[config.mk]
export PLATFORM = sky130hd
export DESIGN_NAME = mem_arbiter
export DESIGN_NICKNAME = d
export VERILOG_FILES = /design/src/rtl/brisc_pkg.sv /design/src/rtl/mem_arb_picker.sv /design/src/rtl/mem_arbiter.sv
export SDC_FILE = /design/constraint.sdc
export NUM_CORES = 1
export LEC_CHECK = 0
export ABC_AREA = 1
export CAP_MARGIN = 5
export CELL_PAD_IN_SITES_DETAIL_PLACEMENT = 1
export CELL_PAD_IN_SITES_GLOBAL_PLACEMENT = 2
export CORE_AREA = 2 2 290 292
export DETAILED_ROUTE_END_ITERATION = 7
export DIE_AREA = 0 0 292 294
export GPL_TIMING_DRIVEN = 0
export PLACE_DENSITY_LB_ADDON = 0.1
export SLEW_MARGIN = 20
export SYNTH_ARGS = -nofsm -noshare
export SYNTH_HDL_FRONTEND = slang
export SYNTH_SLANG_ARGS = --single-unit
[constraint.sdc]
create_clock -name clk -period 3.41 [get_ports clk]
set_input_delay 0.682 -clock clk [delete_from_list [all_inputs] [get_ports clk]]
set_output_delay 0.682 -clock clk [all_outputs]
set_load 0.05 [all_outputs]
[src/rtl/brisc_pkg.sv]
// Shared core types and constants for the brisc memory subsystem.
package brisc_pkg;

    localparam int unsigned ADDRESS_BITS     = 32;
    localparam int unsigned CACHE_LINE_LEN   = 128;
    localparam int unsigned BYTE_LEN         = 8;
    localparam int unsigned LINE_OFFSET_BITS = $clog2(CACHE_LINE_LEN / BYTE_LEN);

    typedef enum logic [1:0] {
        ARB_IDLE  = 2'd0,
        ARB_ISSUE = 2'd1,
        ARB_WAIT  = 2'd2,
        ARB_RESP  = 2'd3
    } arb_state_e;

    typedef enum logic {
        REQ_IC = 1'b0,
        REQ_DC = 1'b1
    } requester_e;

endpackage

[src/rtl/mem_arb_picker.sv]
// Combinational 2-way picker between icache and dcache requests.
// MEM_ARBITER_RR_EN selects round-robin; otherwise the dcache has fixed priority.
module mem_arb_picker
    import brisc_pkg::*;
(
    input  logic       ic_valid,
    input  logic       dc_valid,
    input  requester_e last_grant,
    output logic       grant_ic,
    output logic       grant_dc,
    output requester_e winner
);

`ifdef MEM_ARBITER_RR_EN
    always_comb begin
        winner = REQ_DC;
        if (ic_valid && dc_valid) begin
            // Under contention, favour whoever was not served last.
            if (last_grant == REQ_DC) begin
                winner = REQ_IC;
            end else begin
                winner = REQ_DC;
            end
        end else if (ic_valid) begin
            winner = REQ_IC;
        end
        grant_ic = ic_valid && (winner == REQ_IC);
        grant_dc = dc_valid && (winner == REQ_DC);
    end
`else
    logic unused_last_grant;
    assign unused_last_grant = last_grant;

    always_comb begin
        winner = REQ_DC;
        if (ic_valid && !dc_valid) begin
            winner = REQ_IC;
        end
        grant_ic = ic_valid && (winner == REQ_IC);
        grant_dc = dc_valid && (winner == REQ_DC);
    end
`endif

endmodule

[src/rtl/mem_arbiter.sv]
// Shares the main-memory port between icache and dcache, one line transaction at a time.
// Optional MEM_ARBITER_RR_EN switches contention handling to round-robin.
module mem_arbiter
    import brisc_pkg::*;
#(
    parameter int unsigned ADDR_W = ADDRESS_BITS,
    parameter int unsigned LINE_W = CACHE_LINE_LEN,
    parameter int unsigned OFF_W  = LINE_OFFSET_BITS
) (
    input  logic              clk,
    input  logic              rst_n,

    input  logic              ic_req_valid,
    input  logic [ADDR_W-1:0] ic_req_addr,
    output logic              ic_req_ready,
    output logic              ic_resp_valid,
    output logic [LINE_W-1:0] ic_resp_rdata,

    input  logic              dc_req_valid,
    input  logic              dc_req_store,
    input  logic [ADDR_W-1:0] dc_req_addr,
    input  logic [LINE_W-1:0] dc_req_wdata,
    output logic              dc_req_ready,
    output logic              dc_resp_valid,
    output logic [LINE_W-1:0] dc_resp_rdata,

    output logic              mem_req_valid,
    input  logic              mem_req_ready,
    output logic              mem_req_store,
    output logic [ADDR_W-1:0] mem_req_addr,
    output logic [LINE_W-1:0] mem_req_wdata,
    input  logic              mem_resp_valid,
    input  logic [LINE_W-1:0] mem_resp_rdata,

    output logic              busy
);

    arb_state_e        state_q, state_d;
    requester_e        owner_q, owner_d;
    logic              store_q, store_d;
    logic [ADDR_W-1:0] addr_q, addr_d;
    logic [LINE_W-1:0] wdata_q, wdata_d;
    logic [LINE_W-1:0] ic_rdata_q, ic_rdata_d;
    logic [LINE_W-1:0] dc_rdata_q, dc_rdata_d;

    logic       grant_ic, grant_dc;
    requester_e winner;
    requester_e last_grant;

`ifdef MEM_ARBITER_RR_EN
    requester_e last_grant_q;
    logic       accept;

    assign accept     = (state_q == ARB_IDLE) && (grant_ic || grant_dc);
    assign last_grant = last_grant_q;

    always_ff @(posedge clk or negedge rst_n) begin
        if (!rst_n) begin
            last_grant_q <= REQ_DC;
        end else if (accept) begin
            last_grant_q <= winner;
        end
    end
`else
    assign last_grant = REQ_DC;
`endif

    mem_arb_picker u_picker (
        .ic_valid   (ic_req_valid),
        .dc_valid   (dc_req_valid),
        .last_grant (last_grant),
        .grant_ic   (grant_ic),
        .grant_dc   (grant_dc),
        .winner     (winner)
    );

    always_comb begin
        state_d       = state_q;
        owner_d       = owner_q;
        store_d       = store_q;
        addr_d        = addr_q;
        wdata_d       = wdata_q;
        ic_rdata_d    = ic_rdata_q;
        dc_rdata_d    = dc_rdata_q;
        ic_req_ready  = 1'b0;
        dc_req_ready  = 1'b0;
        ic_resp_valid = 1'b0;
        dc_resp_valid = 1'b0;
        mem_req_valid = 1'b0;

        unique case (state_q)
            ARB_IDLE: begin
                ic_req_ready = grant_ic;
                dc_req_ready = grant_dc;
                if (grant_ic || grant_dc) begin
                    owner_d = winner;
                    state_d = ARB_ISSUE;
                    if (winner == REQ_DC) begin
                        store_d = dc_req_store;
                        addr_d  = dc_req_addr;
                        wdata_d = dc_req_wdata;
                    end else begin
                        store_d = 1'b0;
                        addr_d  = ic_req_addr;
                        wdata_d = '0;
                    end
                end
            end
            ARB_ISSUE: begin
                mem_req_valid = 1'b1;
                if (mem_req_ready) begin
                    state_d = ARB_WAIT;
                end
            end
            ARB_WAIT: begin
                // Only the owner's line register captures, so the other side's data is kept.
                if (mem_resp_valid) begin
                    if (owner_q == REQ_IC) begin
                        ic_rdata_d = mem_resp_rdata;
                    end else begin
                        dc_rdata_d = mem_resp_rdata;
                    end
                    state_d = ARB_RESP;
                end
            end
            ARB_RESP: begin
                ic_resp_valid = (owner_q == REQ_IC);
                dc_resp_valid = (owner_q == REQ_DC);
                state_d       = ARB_IDLE;
            end
            default: state_d = ARB_IDLE;
        endcase
    end

    always_ff @(posedge clk or negedge rst_n) begin
        if (!rst_n) begin
            state_q    <= ARB_IDLE;
            owner_q    <= REQ_DC;
            store_q    <= 1'b0;
            addr_q     <= '0;
            wdata_q    <= '0;
            ic_rdata_q <= '0;
            dc_rdata_q <= '0;
        end else begin
            state_q    <= state_d;
            owner_q    <= owner_d;
            store_q    <= store_d;
            addr_q     <= addr_d;
            wdata_q    <= wdata_d;
            ic_rdata_q <= ic_rdata_d;
            dc_rdata_q <= dc_rdata_d;
        end
    end

    logic unused_addr_off;
    assign unused_addr_off = ^addr_q[OFF_W-1:0];

    assign mem_req_store = store_q;
    assign mem_req_addr  = {addr_q[ADDR_W-1:OFF_W], {OFF_W{1'b0}}};
    assign mem_req_wdata = wdata_q;
    assign ic_resp_rdata = ic_rdata_q;
    assign dc_resp_rdata = dc_rdata_q;
    assign busy          = (state_q != ARB_IDLE);

endmodule

==> impl_summary.log <==
[metrics] hpwl dp: 59200 µm
[metrics] sink count of the clock tree: roughly 420
[metrics] power density relative to cell area: 1150 nW/µm²
[metrics] buffer levels on the longest clock path: 3
[metrics] gr usage total: 17.4%
[metrics] Sequential cell area: roughly 10000 µm²
[metrics] achievable clock frequency: 315 MHz
[metrics] combined area of the multi-input logic cells: 4440 µm²
[metrics] net total in the final layout: about 2900
[metrics] width of the die: 292 µm
[metrics] initial antenna violation count: 26
[metrics] number of global-route vias before repair: 16300
[metrics] Buf+Inv Stages, Crit Path: 4
[metrics] sequential element share of the synthesized area: 64.4%
[metrics] worst setup slack before clock tree synthesis: between 90 and 100 ps
[metrics] sort of element at the start of the critical path: input pin
[metrics] Crit path largest cell delay: just over 800 ps
[metrics] data required time of the critical path: about 2700 ps
[metrics] Max-Slew Margin vs Limit: 52.9%
[metrics] worst voltage drop across the vdd grid: 0.000356 V
[metrics] final design utilization: 32.3%
[metrics] drt initial violations: 517
[metrics] unrepaired setup endpoints after global routing: no
[metrics] pins over their slew limit: 0
[metrics] number of max-cap violations: 0
[metrics] tightest hold margin: around 470 ps
[metrics] number of setup buffers added after CTS: 0
[metrics] wire length of the first global-routing pass: roughly 110000 µm
[metrics] count of final setup violators: 0
[metrics] CTS clk-pin slew, worst paths: approximately 50 ps
[metrics] post-route minimum period: 3170 ps
[metrics] Post-Syn Area per Cell: 9.10 µm²
[metrics] Via Count: 14800
[metrics] 1st-pass router iterations: 4
[metrics] slew of the pin with the lowest slew margin: 704 ps
[metrics] critical path class: input pin to output pin
[metrics] slowest CP cell: sky130_fd_sc_hd__clkdlybuf4s50_1
[metrics] count of antenna-violating nets left after detailed routing: 0
[metrics] yosys synthesis warning count: 0
[metrics] cell area after synthesis: 16200 µm²
[metrics] post-synthesis sequential element count: around 420
[metrics] final-layout setup total negative slack: 0 ps
[metrics] Die Ht: 294 µm
[metrics] Num CTS Buffers: 53
[metrics] share of final-layout standard cells stronger than drive strength 1: slightly above 7%
[metrics] Initial Util: 19.5%
[metrics] fraction of the cycle the final worst path needs: 93.0%
[metrics] kind of capture point of the worst setup path: output pin
[metrics] Max Fanout on Critical Path: 10
[metrics] Syn Inst Count: roughly 1800
[metrics] P&R area growth vs syn: 65.6%
[metrics] Filler cells: around 9500
[metrics] post-DR wirelength/cell: 20.6 µm
[metrics] deepest level of the CTS H-tree: 2
[metrics] cell mode on critical path: sky130_fd_sc_hd__clkdlybuf4s50_1
[metrics] Placeable Area: 82900 µm²
[metrics] Clock Skew: between 20 and 25 ps
[metrics] ordered list of cells on the worst path: clkdlybuf4s50_1 > inv_1 > nand2_1 > buf_2 > nor2_1 > clkdlybuf4s50_1
[metrics] source-to-sink clock delay at the later pin of the worst-skew pair: 590 ps
[metrics] post-DR vias/cell: 4.00
[metrics] DRC Markers: 0
[metrics] Netlist cell types: 23
[metrics] CP delay by family, top: buffers and inverters
[metrics] clock tree from TritonCTS: built
[metrics] area of the die: 85800 µm²
[metrics] total detailed-routing wirelength: roughly 77000 µm
[metrics] post-route worst setup slack: approximately 240 ps
[metrics] count of endpoints failing hold in the final timing report: 0
[metrics] global placer's final weighted congestion: just under 0.8
[metrics] Root Buffer Master: sky130_fd_sc_hd__clkbuf_16
[metrics] run status: finished, final reports clean
[metrics] worst min path class: flop to flop
[metrics] largest net degree at the start of global routing: between 80 and 90
[metrics] # port buffers: 737
[metrics] CP Data Arrival Time: 2490 ps
[metrics] number of core rows: 106
[metrics] Static Leak: roughly 0.013 µW
[metrics] overflow left after global routing: 0
[metrics] number of top-level pins: 750
Yosys cell counts (all sizes together):
| library cell | count | area share, % |
|---|---|---|
| a21oi | 1 | 0.031 |
| buf | 83 | 3.3 |
| clkbuf | 15 | 0.43 |
| clkinv | 1 | 0.023 |
| conb | 1 | 0.023 |
| dfrtp | 415 | 64 |
| dfstp | 1 | 0.16 |
| ha | 4 | 0.31 |
| inv | 195 | 4.5 |
| nand2 | 767 | 18 |
| nand3 | 30 | 0.96 |
| nand4 | 2 | 0.077 |
| nor2 | 5 | 0.16 |
| o21ai | 257 | 8.0 |
worst reg2reg max path, delay by kind of cell, from the launching register on:
family,cells,cell delay [ps]
DFF,1,400
and+or+nand+nor,3,290
adders and majority gates,1,270
buffers and inverters,4,880
logic make-up after synthesis:
| logic type | Yosys count | share of synthesized area [%] |
|---|---|---|
| AO/OA/AOI/OAI | 258 | 8.01 |
| flip-flops | 416 | 64.4 |
| adder cells (fa/ha/maj) | 4 | 0.310 |
| other | 1 | 0.0232 |
| buffers and inverters | 294 | 8.26 |
| AND/OR/NAND/NOR | 804 | 19.0 |
path summary, 6_finish.rpt:
check / startpoint / end / slack, ps / cells past startpoint
worst max register to register: state_q[0]$_DFFE_PN0P_ / mem_req_wdata[79]$_DFFE_PN0P_ / 1480 / 8
worst max-delay path: dc_req_valid / ic_req_ready / 240 / 6
worst min register to register: mem_req_wdata[50]$_DFFE_PN0P_ / mem_req_wdata[50]$_DFFE_PN0P_ / 470 / 2
worst min-delay path: mem_req_wdata[50]$_DFFE_PN0P_ / mem_req_wdata[50]$_DFFE_PN0P_ / 470 / 2
max in group asynchronous: rst_n / mem_req_wdata[121]$_DFFE_PN0P_ / 1350 / 5
min in group asynchronous: rst_n / dc_resp_rdata[74]$_DFFE_PN0P_ / 600 / 2
layout make-up:
| class | count | share of cell area [%] |
|---|---|---|
| clock buffers | 84 | 6.14 |
| flip-flops and latches | 416 | 38.9 |
| inverters | 196 | 2.75 |
| clock inverters | 7 | 0.159 |
| multi-input cells | 1070 | 16.6 |
| repair buffers | 743 | 28.1 |
| diodes | 14 | 0.131 |
| plain buffers | 98 | 2.24 |
| well taps | 1080 | 5.05 |
power by group:
part,internal [µW],leakage (µW),switching (µW)
clock network,3270,0.000836,2230
registers,7120,0.00526,1250
logic,5150,0.00681,11900
total,15500,0.0129,15400
flip-flops by register name (all words and copies together), names as in the netlist:
name           flops
dc_resp_rdata    128
ic_resp_rdata    128
mem_req_wdata    128
addr_q            28
state_q            2
mem_req_store      1
owner_q            1
routing by layer:
metal  vias to the layer above  wire (µm)  GRT usage, %
li1                       7035          -             -
met1                      7202      27900          18.3
met2                       465      39900          31.8
met3                       113       6520          6.68
met4                        24       2040          5.67
met5                         -        142             0
metrics by stage:
stage | area, µm² | std cells | power, µW
floorplan | 16200 | 1780 | 18600
global placement | 24900 | 3597 | 25600
detailed placement | 25100 | 3602 | 25800
CTS | 26700 | 3694 | 31500
global route | 26800 | 3703 | 32600
finish | 26800 | 3708 | 30900
layout by cell type (no fill, tap or decap), drive strengths merged:
| cell type | instances |
|---|---|
| nand2 | 767 |
| clkdlybuf4s50 | 735 |
| dfrtp | 415 |
| o21ai | 257 |
| inv | 196 |
| clkbuf | 99 |
| buf | 89 |
| nand3 | 30 |
| diode | 14 |
| clkinv | 7 |
| nor2 | 5 |
| ha | 4 |
| conb | 4 |
| nand4 | 2 |
| a21oi | 1 |
| dlygate4sd3 | 1 |
| dlygate4sd2 | 1 |
| dfstp | 1 |
what timing repair did:
item / CTS / global route
resized for setup: 1 / 0
endpoints found under the hold margin: 44 / 0
endpoints found under the setup margin: 1 / 0
hold buffers: 1 / 0
Note: power is estimated with default switching activity, not from simulation.
